--- src/rtl/bpu_pkg.sv ---
// bpu_pkg: constants and types shared across the branch prediction unit.
//   BPU_PC_W      - PC / target width used throughout the BPU
//   BPU_UPQ_DEPTH - default depth of the BTB update queue
//   upd_t         - one BTB update {pc, target}
//   bpu_ptr_w()   - pointer width for a power-of-two queue depth
package bpu_pkg;

   localparam int unsigned BPU_PC_W      = 32;
   localparam int unsigned BPU_UPQ_DEPTH = 4;

   typedef struct packed {
      logic [BPU_PC_W-1:0] pc;
      logic [BPU_PC_W-1:0] target;
   } upd_t;

   function automatic int unsigned bpu_ptr_w(input int unsigned depth);
      return $clog2(depth);
   endfunction

endpackage

--- src/rtl/bpu_upq_match.sv ---
// bpu_upq_match: parallel compare of one incoming PC against every queue
// entry. Entries that are not valid, or that are being popped this cycle,
// never match. The result is one-hot (lowest index wins if several hit).
//   pc        in   incoming delay-slot PC
//   entry_pc  in   PC held in each queue slot
//   valid     in   slot currently holds a pending update
//   popping   in   slot is the head being written to the BTB this cycle
//   match     out  one-hot matching slot, zero when no match
module bpu_upq_match
   import bpu_pkg::*;
#(
   parameter int unsigned DEPTH = BPU_UPQ_DEPTH,
   parameter int unsigned PC_W  = BPU_PC_W
) (
   input  logic [PC_W-1:0]  pc,
   input  logic [PC_W-1:0]  entry_pc [DEPTH],
   input  logic [DEPTH-1:0] valid,
   input  logic [DEPTH-1:0] popping,
   output logic [DEPTH-1:0] match
);

   logic [DEPTH-1:0] hit;

   always_comb begin
      hit = '0;
      for (int unsigned i = 0; i < DEPTH; i++) begin
         hit[i] = valid[i] & ~popping[i] & (entry_pc[i] == pc);
      end
   end

   // Isolate the lowest set bit so the result is one-hot even if the
   // invariant of unique pending PCs were ever broken.
   assign match = hit & (~hit + DEPTH'(1));

endmodule

--- src/rtl/bpu_update_queue.sv ---
// bpu_update_queue: schedules resolved-taken branch updates from two execute
// pipes onto the BTB's single write port. Updates are held in a circular
// FIFO; an update whose PC is already pending (and not leaving this cycle)
// overwrites that entry's target instead of enqueuing.
//
// Ports
//   clk, resetn             clock, synchronous active-low reset
//   upd0_valid/pc/target    pipe0 update (older)
//   upd1_valid/pc/target    pipe1 update (younger)
//   upd_ready               queue has room for two updates this cycle
//   btb_wr_valid/pc/target  head entry presented to the BTB
//   btb_wr_ready            BTB accepts the head this cycle
//   stat_enq, stat_merge    saturating event counters (only with
//                           BPU_UPQ_STAT_EN defined)
//
// Build option: define BPU_UPQ_STAT_EN to add the statistics counters.
module bpu_update_queue
   import bpu_pkg::*;
#(
   parameter int unsigned DEPTH = BPU_UPQ_DEPTH,
   parameter int unsigned PC_W  = BPU_PC_W
) (
   input  logic            clk,
   input  logic            resetn,
   input  logic            upd0_valid,
   input  logic [PC_W-1:0] upd0_pc,
   input  logic [PC_W-1:0] upd0_target,
   input  logic            upd1_valid,
   input  logic [PC_W-1:0] upd1_pc,
   input  logic [PC_W-1:0] upd1_target,
   output logic            upd_ready,
   output logic            btb_wr_valid,
   output logic [PC_W-1:0] btb_wr_pc,
   output logic [PC_W-1:0] btb_wr_target,
`ifdef BPU_UPQ_STAT_EN
   output logic [15:0]     stat_enq,
   output logic [15:0]     stat_merge,
`endif
   input  logic            btb_wr_ready
);

   localparam int unsigned PTR_W = bpu_ptr_w(DEPTH);
   localparam int unsigned CNT_W = PTR_W + 1;

   logic [PC_W-1:0]  ent_pc  [DEPTH];
   logic [PC_W-1:0]  ent_tgt [DEPTH];
   logic [PTR_W-1:0] rd_ptr;
   logic [PTR_W-1:0] wr_ptr;
   logic [CNT_W-1:0] count;

   logic             accept;
   logic             pop;
   logic [DEPTH-1:0] valid_mask;
   logic [DEPTH-1:0] pop_mask;
   logic [DEPTH-1:0] m0;
   logic [DEPTH-1:0] m1;
   logic             v0, v1, same;
   logic             enq0, enq1, mrg0, mrg1;
   logic [PTR_W-1:0] slot0, slot1;
   logic [CNT_W-1:0] enq_cnt;
   logic [PTR_W-1:0] off;

   assign accept        = (count <= CNT_W'(DEPTH - 2));
   assign upd_ready     = accept;
   assign btb_wr_valid  = (count != '0);
   assign btb_wr_pc     = ent_pc[rd_ptr];
   assign btb_wr_target = ent_tgt[rd_ptr];
   assign pop           = btb_wr_valid & btb_wr_ready;

   // A slot is live when its distance from the head is below count.
   always_comb begin
      valid_mask = '0;
      pop_mask   = '0;
      off        = '0;
      for (int unsigned i = 0; i < DEPTH; i++) begin
         off           = PTR_W'(i) - rd_ptr;
         valid_mask[i] = ({1'b0, off} < count);
         pop_mask[i]   = pop & (PTR_W'(i) == rd_ptr);
      end
   end

   bpu_upq_match #(
      .DEPTH (DEPTH),
      .PC_W  (PC_W)
   ) u_match0 (
      .pc       (upd0_pc),
      .entry_pc (ent_pc),
      .valid    (valid_mask),
      .popping  (pop_mask),
      .match    (m0)
   );

   bpu_upq_match #(
      .DEPTH (DEPTH),
      .PC_W  (PC_W)
   ) u_match1 (
      .pc       (upd1_pc),
      .entry_pc (ent_pc),
      .valid    (valid_mask),
      .popping  (pop_mask),
      .match    (m1)
   );

   // A same-PC pair is folded into upd1 alone: it carries the younger
   // target and either merges or enqueues exactly once.
   always_comb begin
      v0      = upd0_valid & accept;
      v1      = upd1_valid & accept;
      same    = v0 & v1 & (upd0_pc == upd1_pc);
      enq0    = v0 & ~same & ~(|m0);
      mrg0    = v0 & ~same &  (|m0);
      enq1    = v1 & ~(|m1);
      mrg1    = v1 &  (|m1);
      slot0   = wr_ptr;
      slot1   = wr_ptr + PTR_W'(enq0);
      enq_cnt = CNT_W'(enq0) + CNT_W'(enq1);
   end

   always_ff @(posedge clk) begin
      if (!resetn) begin
         rd_ptr <= '0;
         wr_ptr <= '0;
         count  <= '0;
         for (int unsigned i = 0; i < DEPTH; i++) begin
            ent_pc[i]  <= '0;
            ent_tgt[i] <= '0;
         end
      end else begin
         for (int unsigned i = 0; i < DEPTH; i++) begin
            if (enq0 && (slot0 == PTR_W'(i))) begin
               ent_pc[i]  <= upd0_pc;
               ent_tgt[i] <= upd0_target;
            end else if (mrg0 && m0[i]) begin
               ent_tgt[i] <= upd0_target;
            end
            if (enq1 && (slot1 == PTR_W'(i))) begin
               ent_pc[i]  <= upd1_pc;
               ent_tgt[i] <= upd1_target;
            end else if (mrg1 && m1[i]) begin
               ent_tgt[i] <= upd1_target;
            end
         end
         rd_ptr <= rd_ptr + PTR_W'(pop);
         wr_ptr <= wr_ptr + PTR_W'(enq_cnt);
         count  <= count + enq_cnt - CNT_W'(pop);
      end
   end

`ifdef BPU_UPQ_STAT_EN
   logic [1:0]  mrg_cnt;
   logic [16:0] enq_sum;
   logic [16:0] mrg_sum;

   // A same-PC pair is one merge event whatever happens to the result.
   always_comb begin
      mrg_cnt = same ? 2'd1 : (2'(mrg0) + 2'(mrg1));
      enq_sum = {1'b0, stat_enq}   + 17'(enq_cnt);
      mrg_sum = {1'b0, stat_merge} + 17'(mrg_cnt);
   end

   always_ff @(posedge clk) begin
      if (!resetn) begin
         stat_enq   <= '0;
         stat_merge <= '0;
      end else begin
         stat_enq   <= enq_sum[16] ? '1 : enq_sum[15:0];
         stat_merge <= mrg_sum[16] ? '1 : mrg_sum[15:0];
      end
   end
`endif

endmodule

--- config.mk ---
export PLATFORM = sky130hd
export DESIGN_NAME = bpu_update_queue
export DESIGN_NICKNAME = d
export VERILOG_FILES = /design/src/rtl/bpu_pkg.sv /design/src/rtl/bpu_upq_match.sv /design/src/rtl/bpu_update_queue.sv
export SDC_FILE = /design/constraint.sdc
export NUM_CORES = 1
export LEC_CHECK = 0
export CORE_ASPECT_RATIO = 1.5
export CORE_MARGIN = 2
export CORE_UTILIZATION = 57
export CTS_CLUSTER_DIAMETER = 100
export DETAILED_ROUTE_END_ITERATION = 10
export MAX_ROUTING_LAYER = met4
export PLACE_DENSITY_LB_ADDON = 0.08
export SLEW_MARGIN = 20
export SYNTH_ARGS = -nofsm -noshare
export SYNTH_HDL_FRONTEND = slang
export SYNTH_HIERARCHICAL = 1
export SYNTH_SLANG_ARGS = --single-unit
--- constraint.sdc ---
create_clock -name clk -period 14.45 [get_ports clk]
set_clock_uncertainty 0.05 [all_clocks]
set_input_delay 2.89 -clock clk [delete_from_list [all_inputs] [get_ports clk]]
set_output_delay 2.89 -clock clk [all_outputs]
set_load 0.05 [all_outputs]
# After elaboration in Yosys (flattened, before gate mapping)
# Memory sizes are Yosys's and may differ from the RTL's. A register that Yosys moved wholly into a read port is not among the register bits.
# Cells that the tools add are included.
# W data, S select, Z words.
[totals]
mem_count = 1
output_inout_bits = 66
regBits = 135
ramBits = 128
word_cells = 209
[mem_list]
columns = ["name", "words", "word_bits", "rd", "rd_ports_with_merged_regs", "wr", "line", "text"]
rows = [
  ["ent_tgt", 4, 32, 1, 1, 4, "bpu_update_queue.sv:46", "logic [PC_W-1:0] ent_tgt [DEPTH];"],
]
[classes]
add_sub_neg = 12
bitwise = 54
reduce_logical = 26
order_cmp = 6
n_mux = 85
eq_ne = 18
[op_table]
columns = ["cell", "count"]
rows = [
  ["$mux W32", 26],
  ["$eq A32 B32 Y1", 9],
  ["$bmux W32 S2", 1],
  ["$mux W1", 57],
  ["$and A1 B1 Y1", 26],
  ["$logic_and A1 B1 Y1", 16],
  ["$or A1 B1 Y1", 16],
  ["$lt A2 B3 Y1", 4],
  ["$add A4 B1 Y4 const B", 2],
  ["$and A4 B4 Y4", 2],
  ["$eq A2 B2 Y1 const B", 4],
  ["$not A4 Y4", 2],
  ["$reduce_bool A2 Y1", 4],
  ["$reduce_or A4 Y1", 2],
  ["$not A1 Y1", 7],
  ["$logic_not A2 Y1", 3],
  ["$add A2 B1 Y2", 2],
  ["$eq A2 B1 Y1 const B", 2],
  ["$eq A2 B2 Y1 const A", 2],
  ["$sub A1 B2 Y2 const A", 2],
  ["$sub A2 B2 Y2 const A", 2],
  ["$add A3 B2 Y3", 1],
  ["$ge A3 B3 Y1 const B", 1],
  ["$le A3 B2 Y1 const B", 1],
  ["7 further kinds", 7],
]

# Logic depth before layout (Yosys ltp)
# Gate-level depths: netlist (run 1).
[logic_depth]
word_depth = 20
mapped_depth = 25

# Hierarchy
# The synthesis (run 1) kept the hierarchy.
[by_module_without_submodules]
columns = ["mod", "cells_each", "seq_area_each_um2", "area_per_inst_um2", "n_inst"]
rows = [
  ["bpu_update_queue", 1444, 6546.3, 15655.0, 1],
  ["bpu_upq_match", 180, 0.0, 1451.4, 2],
]

# Least setup slack after synthesis (run 1)
# Ideal clock, no wire load.
[synth_path]
path_kind = "input-to-reg"
from = "in upd0_pc[23]"
to = "mem ent_tgt[0][0] in the netlist's numbering (enable)"
cell_stages = 14
slack_ns = 7.331
arrival_ns = 6.508
setup_time_ns = 0.561
t_required_ns = 13.839
cell_sequence = "xor2_1 -> nor4_1 -> nand4_1 -> nor3_2 -> nor2b_1 -> nor4_2 -> and3_1 -> ha_1 -> xor2_2 -> nor3_4 -> a21oi_1 -> buf_4 -> buf_2 -> nand3_1"
[synth_lines]
columns = ["item", "line", "text"]
rows = [
  ["from (decl)", "bpu_update_queue.sv:26", "input logic [PC_W-1:0] upd0_pc,"],
  ["to (decl)", "bpu_update_queue.sv:46", ""],
]

==> results.yml, run 1 <==
critical_path:
  crit_start: "upd0_pc[15]"
  r2r-start: "rd_ptr[0]"
  required_ns: 14.40
  worstSetupEndpointType: "flop"
  critPathLaunchType: "primary input"
  worstSetupPathType: "in -> reg"
  worstPathArrival_ns: 8.48
  path_max_fanout: 32
clocking:
  cts_tree: "yes"
  cts.clk_slew.worst_paths_ns: 0.06
  post_cts_buffers: 0
  clockBufferDepth: 3
  cts.htree.levels: 1
  ctsResizeCount: 0
  clock_sinks: 263
  clkLatencyLatePin_ns: 0.57
  cts-root-buf: "clkbuf_16"
  cts_buffers: 27
  cts_hold_repair.buffers: 0
sta:
  rsz0062_at_grt: "no"
  worst_slew_pin_slew_ns: 1.14
  hold_viol: 0
  fin_hold_ws_ns: 0.469
  fin_crit_ns: 8.53
  fin_setup_tns_ns: 0
  timing.final.crit_share_pct: 59.0
  slew_violations: 0
  setup_violations: 0
  setup_ws_ns: 5.92
  fmax_mhz: 117
  relSlewSlack_pct: 24.0
logic_synthesis:
  syn_area_mm2: 0.0186
  ys_types: 56
  synth_area_leaders: "edfxtp_1 21%, dfxtp_1 15%, mux2_2 10%"
  synth_top_area_share_pct: 20.7
  synth_xor_area_share_pct: 14.0
  synthAdderAreaFrac_pct: 1.12
  synth_top_family_by_area: "multiplexers"
  synth-simple-area-share_pct: 14.4
  syn-num-nets: 1953
  yosys_warnings: 6
  muxShareOfSynthArea_pct: 24.6
  syn-mean-instance-area_um2: 10.3
  seq_area_frac_synth_pct: 35.3
  synth_compound_area_share_pct: 6.35
  synth_area_leader_cell: "edfxtp_1"
  synth_flop_cell: "dfxtp_1"
  synthArstFlopShare_pct: 0
  ys_seq_elements: 263
  synth_edf_count: 128
  syn_inst: 1804
min_path:
  hold_start: "ent_pc[51]"
  hold_path.class: "reg -> reg"
grt:
  grt_remaining_overflow: 0
  grtUsageTotal_pct: 39.3
  antenna_found_initial: 0
  grt_pass1_wl_mm: 95.6
  grt_pass1_vias: 15300
  grt_start_max_net_pins: 113
cells_and_area:
  final_nets: 2075
  synthToLayoutAreaGrowth_pct: 15.6
  fin_util_pct: 67.2
  num_antenna_cells: 0
  num-fill-cells: 2560
  mostFrequentLayoutCells: "361 x nand2_1, 197 x clkdlybuf4s50_1, 165 x mux2_2, 161 x xnor2_1"
  regArea_mm2: 0.00655
  final_cells: 2356
  multi_input_area_mm2: 0.0113
  layout_commonest_cell: "nand2_1"
  final_layout_size_suffix_gt1_share_pct: 17.2
route:
  m1WireLength_mm: 22.5
  drt-initial-drc-count: 1123
  wl_met3_mm: 5.07
  drt.antenna.violating_nets: 0
  routed_wl_mm: 65.4
  wl_per_cell_um: 27.8
  firstDrtPassIters: 5
  vias: 15400
  routed.top_layer: "met4"
  drcViolationCount: 0
  routed-wl-met2_mm: 32.7
  post_drt_via_cell_ratio: 6.54
power:
  p_leak_nw: 7.88
  combinationalPowerShare_pct: 50.3
  intPower_w: 0.00222
  p_sw_share_pct: 44.2
  peakVddDrop_v: 0.000133
  p_clk_share_pct: 18.2
  powerDensity_mw_per_mm2: 186
  seq_power_share_pct: 31.5
  power.switching_w: 0.00176
place:
  dp_slack_ns: 5.43
  place_congestion: 1.06
  dpl.cell_count: 2306
  portBuffers: 198
  dpl.hpwl_mm: 44.4
floorplanning:
  num_io_pins: 199
  rows: 80
  die_h_um: 225
  core_area_mm2: 0.0319
  die_area_mm2: 0.0340
  die_w_um: 151
  initial_core_util_pct: 58.1
run_status:
  status: "completed"
run:
  cap_violations: 0
==> registers in the layout (all words and copies together), names as in the netlist <==
register  flops
ent_pc      128
rd_ptr        2
ent_tgt     128
slot0         2
count         3
==> synthesized netlist by cell type (5+ instances only) <==
library cell  instances
nand4_1              79
a21oi_1             102
clkbuf_1             45
mux4_2               64
mux2i_1              96
nor2b_1               5
o211ai_1             33
xnor2_1             161
dfxtp_1             135
and3_1                7
nor4_1               41
xor2_1              133
nand2_1             361
nor3_1                8
buf_1                 7
edfxtp_1            128
buf_2                42
and2_1               10
nand3_1              13
mux2_1               27
buf_6                19
buf_4                 9
ha_1                 15
mux2_2              165
inv_1                10
a22o_1               32
==> area by class of cell <==
class	instances	area share (%)
well taps	410	2.39
inverters	10	0.175
clock buffers	34	3.49
clock inverters	15	0.682
repair buffers	222	10.2
multi-input cells	1402	52.6
flip-flops and latches	263	30.6
==> power by group through the flow <==
| stage | clock (W) | sequential (W) | combinational, W |
|---|---|---|---|
| final | 0.000726 | 0.00125 | 0.00200 |
| after global routing | 0.000754 | 0.00127 | 0.00209 |
| after CTS | 0.000730 | 0.00125 | 0.00198 |
| after detailed placement | 0 | 0.00126 | 0.00197 |
| after global placement | 0 | 0.00125 | 0.00195 |
| after floorplan | 0 | 0.00115 | 0.00143 |
==> metrics by stage <==
step	instance area, µm²	total power [W]
3_5_place_dp	20500	0.00323
6_report	21400	0.00398
4_1_cts	21400	0.00396
2_1_floorplan	18600	0.00259
3_3_place_gp	20500	0.00320
5_1_grt	21400	0.00411
==> logic make-up (layout without fill, tap and decap cells) <==
logic type / Yosys count / count (layout)
DFF: 263 / 263
AOI/OAI and AO/OA: 180 / 180
buffers and inverters: 139 / 281
and+or+nand+nor: 559 / 559
muxes: 352 / 352
xor gates and xnor gates: 295 / 295
adders and majority gates: 16 / 16
==> path summary, 6_finish.rpt <==
| check | to | slack, ns | cells after the start |
|---|---|---|---|
| worst max-delay path | ent_tgt[1][2] | 5.92 | 14 |
| worst min-delay path | ent_pc[51] | 0.47 | 2 |
| worst max register to register | ent_tgt[1][2] | 7.91 | 17 |
| worst min register to register | ent_pc[51] | 0.47 | 2 |
==> critical path, cell delays in order <==
cell and delay, ns:
clkdlybuf4s50_1 0.96, xor2_1 0.29, nor4_1 0.52, nand4_1 0.23
nor3_2 0.43, nor2b_1 0.15, nor4_2 0.57, and3_1 0.29
ha_1 0.24, xor2_2 0.33, nor3_4 0.08, a21oi_4 0.11
buf_4 0.45, nand3_2 0.91
==> routing by layer <==
| metal | vias up | track usage (%) |
|---|---|---|
| met3 | 261 | 6.26 |
| met4 | 0 | 25.2 |
| met5 | - | - |
| met2 | 881 | 66.1 |
| met1 | 7500 | 42.7 |
| li1 | 6763 | - |
Power figures use the tool's default switching activity.
==> run 2: changes to the inputs <==
Settings changed: CORE_UTILIZATION 57 to 53.
Clock period 14.45 ns to 7.1 ns, I/O delays scaled along.
==> results.yml, run 2 (synthesis results as in run 1) <==
clocking:
  cts_hold_repair.buffers: 0
  cts.clk_slew.worst_paths_ns: 0.06
  cts.htree.levels: 1
  post_cts_buffers: 0
  clock_sinks: 263
  clkLatencyLatePin_ns: 0.57
  cts-root-buf: "clkbuf_16"
  ctsResizeCount: 0
  cts_buffers: 28
  cts_tree: "yes"
  clockBufferDepth: 3
route:
  wl_per_cell_um: 26.8
  drcViolationCount: 0
  firstDrtPassIters: 5
  post_drt_via_cell_ratio: 6.21
  drt.antenna.violating_nets: 0
  vias: 15300
  drt-initial-drc-count: 1133
  routed_wl_mm: 66.0
sta:
  timing.final.crit_share_pct: 88.3
  hold_viol: 0
  relSlewSlack_pct: 29.7
  worst_slew_pin_slew_ns: 1.05
  slew_violations: 0
  fmax_mhz: 160
  fin_setup_tns_ns: 0
  rsz0062_at_grt: "no"
  fin_crit_ns: 6.27
  setup_violations: 0
power:
  p_leak_nw: 8.11
  peakVddDrop_v: 0.000235
  powerDensity_mw_per_mm2: 370
critical_path:
  crit_path_top_delay_cell: "nor4_1"
  required_ns: 7.51
  critPathLaunchType: "primary input"
  worstPathArrival_ns: 6.67
  reg2reg_depth: 23
  cp_cell_sequence: "clkdlybuf4s50_1 > xnor2_1 > nand4_1 > nor4_1 > nand3_1 > nor3_1 > nor4_4 > nand3_4 > inv_1 > ha_1 > inv_1 > ha_1 > inv_1 > ha_1 > inv_1 > fa_1 > xor2_1 > xnor2_1 > and2_1"
  worstSetupEndpointType: "flop"
  r2r-start: "rd_ptr[1]"
  reg2reg_slack_ns: 1.05
  r2r_end: "count[2]"
  worstSetupPathType: "in -> reg"
  cpPeakStageDelay_ns: 0.90
  path_max_fanout: 6
  crit_path_frequent_cell: "inv_1"
min_path:
  hold_path_end: "ent_pc[88]"
  min_path_cells: 2
  hold_start: "ent_pc[88]"
  hold_path.class: "reg -> reg"
grt:
  grt_pass1_vias: 15200
  grt_remaining_overflow: 0
  grtUsageTotal_pct: 36.8
  grt_pass1_wl_mm: 97.2
  grt_start_max_net_pins: 114
  antenna_found_initial: 0
floorplanning:
  core_area_mm2: 0.0344
  die_h_um: 233
  rows: 83
  num_io_pins: 199
  die_area_mm2: 0.0366
  initial_core_util_pct: 54.0
  die_w_um: 157
cells_and_area:
  num-fill-cells: 2858
  final_nets: 2121
  regArea_mm2: 0.00655
  layout_commonest_cell: "nand2_1"
  final_layout_size_suffix_gt1_share_pct: 18.4
  largest_registers: "ent_pc (128), ent_tgt (128), count (3)"
  synthToLayoutAreaGrowth_pct: 18.2
  fin_util_pct: 63.8
  mostFrequentLayoutCells: "361 x nand2_1, 197 x clkdlybuf4s50_1, 165 x mux2_2, 161 x xnor2_1"
  num_antenna_cells: 0
  multi_input_area_mm2: 0.0113
run:
  cap_violations: 0
place:
  dpl.hpwl_mm: 46.0
  place_congestion: 1.03
  portBuffers: 198
run_status:
  status: "completed"
run 2: cell types whose count changed in the layout (fill, tap and decap cells not counted), sizes merged:
| cell | delta |
|---|---|
| clkinvlp | +2 |
| inv | -2 |
| buf | +45 |
| clkinv | +3 |
| bufinv | -1 |
| clkbuf | +1 |
run 2: area by class of cell:
cell class                 count  area share (%)
clock buffer                  35            3.41
clock inverter                17           0.519
inverter                      10           0.171
multi-input combinational   1402            51.3
sequential                   263            29.9
tap                          467            2.66
timing repair buffer         267            12.1
run 2: critical path, delay by kind of cell:
kind / cells / cell delay [ns]
adder cells (fa/ha/maj): 4 / 1.17
AND/OR/NAND/NOR: 7 / 2.60
buffers and inverters: 5 / 0.82
XOR/XNOR: 3 / 0.65
run 2: how the worst max path moves through the flow:
stage                 from              to  slack (ns)  cells past startpoint
6_report       upd1_pc[13]        count[2]        0.83                     19
3_3_place_gp   upd1_pc[13]        count[2]        0.42                     19
5_1_grt          rd_ptr[1]  ent_tgt[0][29]        0.88                     18
4_1_cts        upd1_pc[13]        count[2]        1.04                     19
2_1_floorplan    rd_ptr[1]   ent_tgt[0][0]        1.17                     20
3_5_place_dp   upd1_pc[13]        count[2]        0.44                     19
run 2: power breakdown:
part	leakage [nW]	switching (W)	internal (W)
sequential	2.45	0.000453	0.00208
combinational	5.25	0.00248	0.00168
clock	0.407	0.000644	0.000782
run 2: metrics by stage:
step	hold WS [ns]	area, µm²	setup WS, ns	cells	power, W
detailed placement	0.456	21100	0.445	2409	0.00669
finish	0.462	21900	0.833	2461	0.00812
global placement	0.442	21100	0.421	2409	0.00664
global route	0.489	21900	0.881	2461	0.00842
CTS	0.465	21900	1.04	2461	0.00812
floorplan	0.432	18600	1.17	1804	0.00527
run 2: metal layers:
| metal | GRT usage, % | routed length (µm) |
|---|---|---|
| met5 | - | 0 |
| met4 | 22.1 | 4660 |
| met1 | 41.4 | 24000 |
| met3 | 3.75 | 4000 |
| met2 | 63.0 | 33400 |
==> run 3: changes to the inputs <==
Settings changed: RECOVER_POWER set to 100.
==> results.yml, run 3 (synthesis results as in run 1) <==
run_status:
  status: "complete, but fails checks"
  violations: "max-capacitance violations, max-slew violations"
place:
  portBuffers: 198
  dp_slack_ns: 0.445
  dpl.hpwl_mm: 46.0
  place_congestion: 1.03
  placed_area_mm2: 0.0211
grt:
  grtUsageTotal_pct: 36.8
  grt_pass1_vias: 15200
  antenna_found_initial: 0
  grt_pass1_wl_mm: 97.2
  grt_remaining_overflow: 0
  grt_start_max_net_pins: 114
floorplanning:
  num_io_pins: 199
  die_h_um: 233
  die_area_mm2: 0.0366
  initial_core_util_pct: 54.0
  rows: 83
  core_area_mm2: 0.0344
  die_w_um: 157
clocking:
  post_cts_buffers: 0
  cts_hold_repair.buffers: 0
  cts.htree.levels: 1
  clockBufferDepth: 3
  clock_sinks: 263
  clkLatencyLatePin_ns: 0.57
  cts_buffers: 28
  ctsResizeCount: 0
  cts_tree: "yes"
  cts.clk_slew.worst_paths_ns: 0.06
  cts-root-buf: "clkbuf_16"
sta:
  slew_violations: 278
  fmax_mhz: 149
  worst_slew_pin_slew_ns: 3.38
  setup_ws_ns: 0.399
  hold_viol: 0
  fin_crit_ns: 6.70
  fin_hold_ws_ns: 0.463
  relSlewSlack_pct: -125
  fin_setup_tns_ns: 0
  timing.final.crit_share_pct: 94.4
  setup_violations: 0
  rsz0062_at_grt: "no"
power:
  power.switching_w: 0.00355
  intPower_w: 0.00447
  p_leak_nw: 8.19
  combinationalPowerShare_pct: 50.6
  seq_power_share_pct: 31.6
  peakVddDrop_v: 0.000231
  p_sw_share_pct: 44.3
  p_clk_share_pct: 17.8
  powerDensity_mw_per_mm2: 367
route:
  vias: 15300
  routed_wl_mm: 65.9
  post_drt_via_cell_ratio: 6.21
  firstDrtPassIters: 6
  drcViolationCount: 0
  drt.antenna.violating_nets: 0
  drt-initial-drc-count: 1143
  wl_per_cell_um: 26.8
min_path:
  hold_path.class: "reg -> reg"
cells_and_area:
  multi_input_area_mm2: 0.0112
  fin_util_pct: 63.5
  final_nets: 2121
  final_cell_area_mm2: 0.0218
  synthToLayoutAreaGrowth_pct: 17.6
  num-fill-cells: 2882
  num_antenna_cells: 0
  final_layout_size_suffix_gt1_share_pct: 17.9
  largest_registers: "ent_pc (128), ent_tgt (128), count (3)"
  regArea_mm2: 0.00655
  mostFrequentLayoutCells: "361 x nand2_1, 165 x mux2_2, 161 x xnor2_1, 135 x clkdlybuf4s50_1, 134 x xor2_1"
  layout_commonest_cell: "nand2_1"
critical_path:
  critPathLaunchType: "primary input"
  worstSetupPathType: "in -> reg"
  required_ns: 7.46
  path_max_fanout: 12
  worstSetupEndpointType: "flop"
  worstPathArrival_ns: 7.06
run:
  cap_violations: 4
==> run 3: changes by cell type in the layout (fill, tap and decap cells not counted), sizes merged <==
cell | before | now
clkdlybuf4s50 | 197 | 135
dlygate4sd3 | 0 | 62
buf | 69 | 58
clkbuf | 36 | 47
==> run 3: through the flow <==
| stage | power (W) | std cells |
|---|---|---|
| final | 0.00802 | 2461 |
| after detailed placement | 0.00669 | 2409 |
| after CTS | 0.00812 | 2461 |
| after global routing | 0.00832 | 2461 |
| after global placement | 0.00664 | 2409 |
| after floorplan | 0.00527 | 1804 |
==> run 3: area by class of cell <==
class,instances,area share (%)
clock inverters,17,0.522
inverters,10,0.172
multi-input cells,1402,51.3
clock buffers,35,3.43
repair buffers,267,11.9
flip-flops and latches,263,30.0
well taps,467,2.68
==> run 3: path summary, 6_finish.rpt <==
kind	from	end	slack, ns	cells after the start
hold / removal	ent_pc[107]	ent_pc[107]	0.46	2
setup / recovery	upd1_pc[13]	ent_pc[66]	0.40	13
hold reg to reg	ent_pc[107]	ent_pc[107]	0.46	2
setup reg to reg	rd_ptr[1]	ent_pc[66]	0.66	17
==> run 3: critical path, cell delays in order <==
cell and delay (ns):
clkdlybuf4s50_1 0.58, xnor2_1 0.40, nand4_1 0.32, nor4_1 0.91, nand3_1 0.36, nor4b_1 0.28
nor4_1 0.80, nand3_4 0.18, nor3_1 0.74, clkbuf_2 0.51, mux2_2 0.38, nand2_1 0.07
mux2i_1 0.08
==> run 3: per-layer routing <==
metal  wire length, µm  global-route usage [%]
met5                 0                       -
met3              3910                    3.75
met4              4680                    22.1
met1             23800                    41.4
met2             33500                    63.0
==> run 3: power groups by stage <==
| stage | combinational, W | clock, W | sequential (W) |
|---|---|---|---|
| finish | 0.00406 | 0.00143 | 0.00253 |
| global route | 0.00424 | 0.00150 | 0.00258 |
| CTS | 0.00416 | 0.00144 | 0.00253 |
| detailed placement | 0.00413 | 0 | 0.00256 |
| global placement | 0.00410 | 0 | 0.00254 |
| floorplan | 0.00292 | 0 | 0.00235 |
